==> src/rtl/timer_pkg.sv <==
`default_nettype none
// ============================================================================
// Module   : timer_pkg
// Desc     : Shared types and constants for the round countdown controller.
// Revision : 1.0  initial release
// ============================================================================
package timer_pkg;

  localparam int DEF_CNT_W           = 8;
  localparam int DEF_TICKS_PER_TENTH = 100;

  typedef enum logic [1:0] {
    IDLE    = 2'd0,
    RUN     = 2'd1,
    PAUSE   = 2'd2,
    EXPIRED = 2'd3
  } round_state_t;

  // A divide-by-one prescaler still needs a one-bit counter to be legal.
  function automatic int presc_width(input int ticks);
    return (ticks > 1) ? $clog2(ticks) : 1;
  endfunction

  localparam int PRESC_W = presc_width(DEF_TICKS_PER_TENTH);

endpackage
`default_nettype wire

==> src/rtl/tick_div.sv <==
`default_nettype none
// ============================================================================
// Module   : tick_div
// Desc     : 1 ms -> tenth-of-second prescaler with clear and enable.
// Revision : 1.0  initial release
// ============================================================================
module tick_div
  import timer_pkg::*;
#(
  parameter int TICKS_PER_TENTH = DEF_TICKS_PER_TENTH
) (
  input  logic clk,
  input  logic rst,
  input  logic clr,
  input  logic en,
  input  logic tick_1ms,
  output logic tick_tenth
);

  localparam int              W    = presc_width(TICKS_PER_TENTH);
  localparam logic [W-1:0]    LAST = W'(TICKS_PER_TENTH - 1);

  logic [W-1:0] cnt_q;
  logic [W-1:0] cnt_d;
  logic         at_last;
  logic         adv;

  assign at_last    = (cnt_q == LAST);
  assign adv        = en & tick_1ms & ~clr;
  assign tick_tenth = adv & at_last;

  always_comb begin
    cnt_d = cnt_q;
    if (clr) begin
      cnt_d = '0;
    end else if (adv) begin
      cnt_d = at_last ? '0 : cnt_q + W'(1);
    end
  end

  always_ff @(posedge clk) begin
    if (rst) begin
      cnt_q <= '0;
    end else begin
      cnt_q <= cnt_d;
    end
  end

endmodule
`default_nettype wire

==> src/rtl/round_timer_ctrl.sv <==
`default_nettype none
// ============================================================================
// Module   : round_timer_ctrl
// Desc     : Round countdown FSM with pause/resume/abort and registered status.
// Revision : 1.0  initial release
// ============================================================================
module round_timer_ctrl
  import timer_pkg::*;
#(
  parameter int ROUND_TENTHS    = 100,
  parameter int WARN_TENTHS     = 30,
  parameter int TICKS_PER_TENTH = DEF_TICKS_PER_TENTH,
  parameter int CNT_W           = DEF_CNT_W
) (
  input  logic             clk,
  input  logic             rst,
  input  logic             tick_1ms,
  input  logic             start,
  input  logic             pause,
  input  logic             resume,
  input  logic             abort,
  input  logic [CNT_W-1:0] limit_tenths,
  output logic             busy,
  output logic             paused,
  output logic [CNT_W-1:0] time_left,
  output logic             warn,
  output logic             expired
);

  localparam logic [CNT_W-1:0] DEFAULT_LIMIT = CNT_W'(ROUND_TENTHS);
  localparam logic [CNT_W-1:0] WARN_LEVEL    = CNT_W'(WARN_TENTHS);

  round_state_t     state_q, state_d;
  logic [CNT_W-1:0] time_left_q, time_left_d;
  logic             busy_q, busy_d;
  logic             paused_q, paused_d;
  logic             warn_q, warn_d;
  logic             expired_q, expired_d;

  logic             presc_clr;
  logic             presc_en;
  logic             tick_tenth;

  // Abort and start both restart the tenth boundary; pause swallows a same-cycle tick.
  assign presc_clr = abort | start;
  assign presc_en  = (state_q == RUN) & ~pause;

  tick_div #(
    .TICKS_PER_TENTH(TICKS_PER_TENTH)
  ) u_tick_div (
    .clk       (clk),
    .rst       (rst),
    .clr       (presc_clr),
    .en        (presc_en),
    .tick_1ms  (tick_1ms),
    .tick_tenth(tick_tenth)
  );

  always_comb begin
    state_d     = state_q;
    time_left_d = time_left_q;
    expired_d   = 1'b0;

    if (abort) begin
      state_d     = IDLE;
      time_left_d = '0;
    end else if (start) begin
      state_d     = RUN;
      time_left_d = (limit_tenths == '0) ? DEFAULT_LIMIT : limit_tenths;
    end else begin
      case (state_q)
        RUN: begin
          if (pause) begin
            state_d = PAUSE;
          end else if (tick_tenth) begin
            if (time_left_q > CNT_W'(1)) begin
              time_left_d = time_left_q - CNT_W'(1);
            end else begin
              time_left_d = '0;
              state_d     = EXPIRED;
              expired_d   = 1'b1;
            end
          end
        end
        PAUSE: begin
          if (resume) begin
            state_d = RUN;
          end
        end
        default: begin
          state_d = state_q;
        end
      endcase
    end

    busy_d   = (state_d == RUN) || (state_d == PAUSE);
    paused_d = (state_d == PAUSE);
    warn_d   = busy_d && (time_left_d <= WARN_LEVEL) && (time_left_d != '0);
  end

  always_ff @(posedge clk) begin
    if (rst) begin
      state_q     <= IDLE;
      time_left_q <= '0;
      busy_q      <= 1'b0;
      paused_q    <= 1'b0;
      warn_q      <= 1'b0;
      expired_q   <= 1'b0;
    end else begin
      state_q     <= state_d;
      time_left_q <= time_left_d;
      busy_q      <= busy_d;
      paused_q    <= paused_d;
      warn_q      <= warn_d;
      expired_q   <= expired_d;
    end
  end

  assign busy      = busy_q;
  assign paused    = paused_q;
  assign time_left = time_left_q;
  assign warn      = warn_q;
  assign expired   = expired_q;

endmodule
`default_nettype wire

==> config.mk <==
export PLATFORM = sky130hd
export DESIGN_NAME = round_timer_ctrl
export DESIGN_NICKNAME = d
export VERILOG_FILES = /design/src/rtl/timer_pkg.sv /design/src/rtl/tick_div.sv /design/src/rtl/round_timer_ctrl.sv
export SDC_FILE = /design/constraint.sdc
export NUM_CORES = 1
export LEC_CHECK = 0
export BUFFER_PORTS_ARGS = -buffer_cell sky130_fd_sc_hd__buf_4
export CORE_AREA = 4 4 54 56
export DETAILED_ROUTE_END_ITERATION = 10
export DIE_AREA = 0 0 58 60
export PLACE_DENSITY = 0.71
export SLEW_MARGIN = 40
export SYNTH_ARGS = -nofsm -noshare
export SYNTH_HDL_FRONTEND = slang
export SYNTH_SLANG_ARGS = --single-unit
==> constraint.sdc <==
create_clock -name clk -period 3 [get_ports clk]
set_input_delay 0.15 -clock clk [delete_from_list [all_inputs] [get_ports clk]]
set_output_delay 0.15 -clock clk [all_outputs]
set_load 0.01 [all_outputs]
## After elaboration in Yosys (flattened, before gate mapping)

Cells that the tools add are included.

- Input bits: 15
- Register bits: 21
- Logic and storage cells: 48
- Output and inout bits: 12

- Reductions and logical operators: 7
- Eq/ne operators: 5
- Bitwise gates (word level): 9
- $add $sub $neg: 2
- Multiplexer cells: 16
- $lt $le $gt $ge: 2

Operators with widths:

| operator | count |
|---|---|
| 8-bit 2-to-1 mux | 7 |
| 2-bit 2-to-1 mux | 6 |
| 8-bit by 1-bit greater-than comparator with 1-bit output, second input constant | 1 |
| 8-bit by 5-bit less-or-equal comparator with 1-bit output, second input constant | 1 |
| 8-bit logical NOT | 1 |
| 8-bit nonzero test | 1 |
| 8-bit by 1-bit subtractor with 8-bit output, second input constant | 1 |
| 7-bit by 1-bit adder with 7-bit output, second input constant | 1 |
| 7-bit equality test, second input constant | 1 |
| 7-bit 2-to-1 mux | 1 |
| 6-bit OR reduction | 1 |
| 1-bit AND | 4 |
| 2-bit by 1-bit equality test with 1-bit output, second input constant | 2 |
| 2-bit equality test, second input constant | 2 |
| 1-bit NOT | 4 |
| 2-bit one-hot mux with 2 select lines | 1 |
| 1-bit logical AND | 2 |
| 2-bit OR reduction | 1 |
| 1-bit logical OR | 1 |
| 1-bit 2-to-1 mux | 1 |
| 1-bit bitwise OR | 1 |

## Depth between registers and ports, before layout

- Depth in word-level cells: 14
- Mapped depth: 13
- Depth with buffers taken out: 12

## Modules after synthesis

Synthesis repeated with hierarchy kept, for this count alone.

- Cell total of the unflattened synthesis: 161
- Area, all modules: 1375.1 um^2

Modules (own cells, without submodules):

| module | area each (um^2) | times used | cells an instance | sequential area each (um^2) |
|---|---|---|---|---|
| round_timer_ctrl | 959.7 | 1 | 114 | 280.3 |
| tick_div | 415.4 | 1 | 47 | 140.1 |

## Worst setup path before layout

OpenSTA, ideal clock, no wires.

- Path kind: reg-to-reg
- Start point: register time_left_q[0] (netlist: time_left[0])
- End point: register warn_q (netlist: warn)
- Arrival: 2.265 ns
- Buffers on the path: 0
- Period minus slack after synthesis: 2.345 ns
- Required time: 2.921 ns
- Cell stages (with the launch flop): 12
- Setup time: 0.079 ns
- Slack: 0.655 ns
- Cells stage by stage: dfxtp_1 inv_1 ha_1 or2_1 and3_2 nand2_1 a21oi_1 o31ai_1 ha_1 nor2_1 nand4_1 a211oi_2

- Longest elaborated chain between the ends: 11
- Elaborated cells on any way between the ends: 21
- Classes of those cells: add/sub: 1; order compare: 2; eq/ne: 2; mux: 12; reduce/logical: 4

Ends and longest elaborated chain:

| item | line | text |
|---|---|---|
| from (decl) | round_timer_ctrl.sv:34 | `logic [CNT_W-1:0] time_left_q, time_left_d;` |
| from (signal assigned) | round_timer_ctrl.sv:111 | `time_left_q <= time_left_d;` |
| branches (longest 10 deep; another with 8-bit by 1-bit subtractor with 8-bit output) | -- |  |
| 1-bit logical AND (*) | round_timer_ctrl.sv:98 | `warn_d = busy_d && (time_left_d <= WARN_LEVEL) && (time_left_d != '0);` |
| to (signal assigned) | round_timer_ctrl.sv:114 | `warn_q <= warn_d;` |
| to (decl) | round_timer_ctrl.sv:37 | `logic warn_q, warn_d;` |

Every way passes the cells marked *.
A chain may end at the register's enable or synchronous reset.

## Worst setup path in the final report

Same ends and word-level chain as after synthesis.

==> qor.json <==
{
  "via_count_of_the_first_global_routing_pass": 1042,
  "max_slew_margin_pct": 71.16,
  "detailed_routing_iteration_count_for_the_pre_antenna_repair_pass": 4,
  "grt_setup_unrepaired": "false",
  "initial_core_util_pct": 50.72,
  "syn_area_um2": 1234,
  "synth_largest_area_cell": "sky130_fd_sc_hd__dfxtp_1",
  "netlist_top_cells_area": "sky130_fd_sc_hd__dfxtp_1 (34%), sky130_fd_sc_hd__nor2_1 (6.7%), sky130_fd_sc_hd__ha_1 (6.1%)",
  "cts-buffers-inserted": 3,
  "hold_path_endpoint": "time_left[2]",
  "switching_share_pct": 27.65,
  "syn_avg_cell_area_um2": 8.336,
  "routed_via_density": 5.810,
  "proportion_of_synthesized_chip_area_in_sequential_cells_pct": 34.08,
  "grt_pass1_wl_um": 4843,
  "cts_tree": "done",
  "power.sequential.fraction_pct": 55.7,
  "antenna_left": 0,
  "cp_data_required_time_ns": 3.24,
  "floorplan.io_pins": 27,
  "core-area_um2": 2432,
  "setup_slack_reg_to_reg_ns": 0.50,
  "routed-via-count": 1191,
  "postSynthNetCount": 169,
  "clk-insertion-delay-late_ns": 0.30,
  "post_cts.repair.setup_buffers": 0,
  "root_buffer": "sky130_fd_sc_hd__clkbuf_4",
  "timing_worst_slew_pin_value_ns": 0.4258,
  "io_buffer_count": 26,
  "synth_cell_types": 43,
  "std_cell_rows": 18,
  "worstReg2RegEnd": "warn",
  "grt_start_max_net_pins": 15,
  "cts_max_path_buffers": 2,
  "place_hpwl_um": 2377,
  "max_freq_mhz": 399.7,
  "post_drt_wl_per_cell_um": 14.47,
  "cts-htree-levels": 1,
  "floorplan_die_height_um": 60,
  "critPathArrivalTime_ns": 2.74,
  "worstRegToRegCells": 11,
  "syn_to_final_growth_pct": 19.78,
  "floorplan.die_area_um2": 3480,
  "post-route-util_pct": 60.75,
  "finClkSkew_ns": 0.003605,
  "syn_inst": 148,
  "die_w_um": 58,
  "cts_hold_repair.buffers": 0,
  "power.ir.vdd_worst_uv": 292.3,
  "setup-tns-final_ns": 0,
  "switchingPower_mw": 0.1448,
  "drt_iter0_markers": 47,
  "power_frac_comb_pct": 17.8,
  "cellInternalPower_mw": 0.3787,
  "remaining_drc_errors": 0,
  "synth_top_area_share_pct": 34.08,
  "synth-edff-count": 0,
  "post_synth_most_frequent_cells": "sky130_fd_sc_hd__nor2_1 (22), sky130_fd_sc_hd__dfxtp_1 (21), sky130_fd_sc_hd__nand2_1 (9), sky130_fd_sc_hd__nor2b_1 (9), sky130_fd_sc_hd__inv_1 (8)",
  "power.clock.fraction_pct": 26.5,
  "regToRegStartpoint": "time_left[0]",
  "worst_hold_path.num_cells": 2,
  "synth_ff_type": "sky130_fd_sc_hd__dfxtp_1",
  "finalWirelength_um": 2967,
  "slew_viol_final": 0,
  "post_cts.resized_instances": 0,
  "groute.usage.overall_pct": 18.14,
  "finalNetCount": 197,
  "cap_violations": 0,
  "grt_remaining_overflow": 0,
  "timing.final.hold_violations": 0,
  "clkSlewWorstSetupHoldPaths_ns": 0.12,
  "power_density_nw_per_um2": 354.3,
  "synth.most_common_cell": "sky130_fd_sc_hd__nor2_1",
  "min-delay-path-class": "in2reg",
  "outcome": "completed",
  "flip_flop_and_latch_count_after_synthesis": 21,
  "post_layout_power_mw": 0.5235,
  "period_share_pct": 83.41,
  "yosysWarnings": 0,
  "period_needed_ns": 2.502,
  "post_route_cells_drive_above_1_share_pct": 22.86,
  "antenna_found_initial": 0,
  "final-setup-viol-count": 0,
  "insertedDiodeCount": 0,
  "static-leakage-power_nw": 0.5904,
  "routability_cong": 0.8894,
  "hold_path.startpoint": "rst",
  "critPathLaunchType": "register",
  "largest_driver_fanout_on_the_critical_path": 5,
  "cts_num_sinks": 21,
  "endpoint_kind": "register",
  "critPathKind": "reg2reg",
  "asyncSetResetFlopFracSynth_pct": 0
}
## flip-flops by register name (all words and copies together), names as in the netlist
signal,flops
paused,1
time_left,8
warn,1
u_tick_div.cnt_q,7
busy,1
state_q,2
expired,1
## layout make-up
type | instances | area [um2]
clock buffer | 4 | 26.28
timing repair buffer | 26 | 195.2
sequential | 21 | 420.4
multi-input combinational | 116 | 768.2
inverter | 8 | 30.03
fill | 225 | 954.7
tap | 30 | 37.54
## worst max-delay path, stage by stage (launching register included)
cell                       delay (ns)
sky130_fd_sc_hd__dfxtp_1         0.41
sky130_fd_sc_hd__inv_1           0.09
sky130_fd_sc_hd__ha_1            0.25
sky130_fd_sc_hd__or2_1           0.26
sky130_fd_sc_hd__and3_2          0.24
sky130_fd_sc_hd__nand2_1         0.15
sky130_fd_sc_hd__a21oi_1         0.08
sky130_fd_sc_hd__o31ai_1         0.27
sky130_fd_sc_hd__ha_1            0.28
sky130_fd_sc_hd__nor2_1          0.13
sky130_fd_sc_hd__nand4_1         0.12
sky130_fd_sc_hd__a211oi_2        0.15
## how the worst max path moves through the flow
stage	from	end	slack [ns]
global route	time_left[0]	warn	0.24
detailed placement	time_left[0]	warn	0.51
CTS	time_left[0]	warn	0.49
global placement	time_left[0]	warn	0.59
finish	time_left[0]	warn	0.50
floorplan	time_left[0]	warn	0.66
## layer usage
layer	wire length (um)	up-vias	global-route usage, %
met2	1346	49	28.23
met3	226	4	3.672
met4	34	0	5.960
li1	-	594	-
met1	1360	544	25.03
met5	0	-	0
## cell families (layout without fill, tap and decap cells)
group           Yosys count  count (layout)  synth area share (%)
buf+inv                  11              38                 3.652
xor+xnor                  7               7                 4.970
mux                       1               1                0.9127
simple gates             75              75                 34.08
compound gates           27              27                 16.23
fa+ha+maj                 6               6                 6.085
flops                    21              21                 34.08
## per-stage QoR
step	hold slack [ns]	cell area (um2)	std cells	setup WS (ns)
global placement	0.4401	1451	201	0.5913
floorplan	0.2216	1234	148	0.6554
detailed placement	0.4451	1451	201	0.5099
CTS	0.1170	1478	205	0.4851
global route	0.1089	1478	205	0.2390
finish	0.1086	1478	205	0.4978
## power groups by stage
stage	logic, mW	registers (mW)	clock network (mW)
floorplan	0.0504	0.299	0
global placement	0.0918	0.297	0
detailed placement	0.0927	0.298	0
CTS	0.0931	0.291	0.141
global route	0.102	0.293	0.155
finish	0.0934	0.292	0.139
## cell usage in the layout (no fill, tap or decap), types with 2 or more instances in the layout
cell type	Yosys	layout
sky130_fd_sc_hd__dfxtp_1	21	21
sky130_fd_sc_hd__or3_1	3	3
sky130_fd_sc_hd__nor3_1	7	7
sky130_fd_sc_hd__clkbuf_4	0	3
sky130_fd_sc_hd__a21oi_1	7	7
sky130_fd_sc_hd__nand2_1	9	9
sky130_fd_sc_hd__o21ai_1	2	2
sky130_fd_sc_hd__a31oi_1	2	2
sky130_fd_sc_hd__inv_1	8	8
sky130_fd_sc_hd__a32oi_1	2	2
sky130_fd_sc_hd__buf_4	1	26
sky130_fd_sc_hd__nor2_1	22	22
sky130_fd_sc_hd__nor4_1	6	6
sky130_fd_sc_hd__o21ai_0	4	4
sky130_fd_sc_hd__nand3_1	2	2
sky130_fd_sc_hd__ha_1	6	6
sky130_fd_sc_hd__xnor2_1	3	3
sky130_fd_sc_hd__nand4_1	5	5
sky130_fd_sc_hd__nor2b_1	9	9
sky130_fd_sc_hd__xor2_1	4	4
No activity file was read; power rests on OpenSTA's default activity.
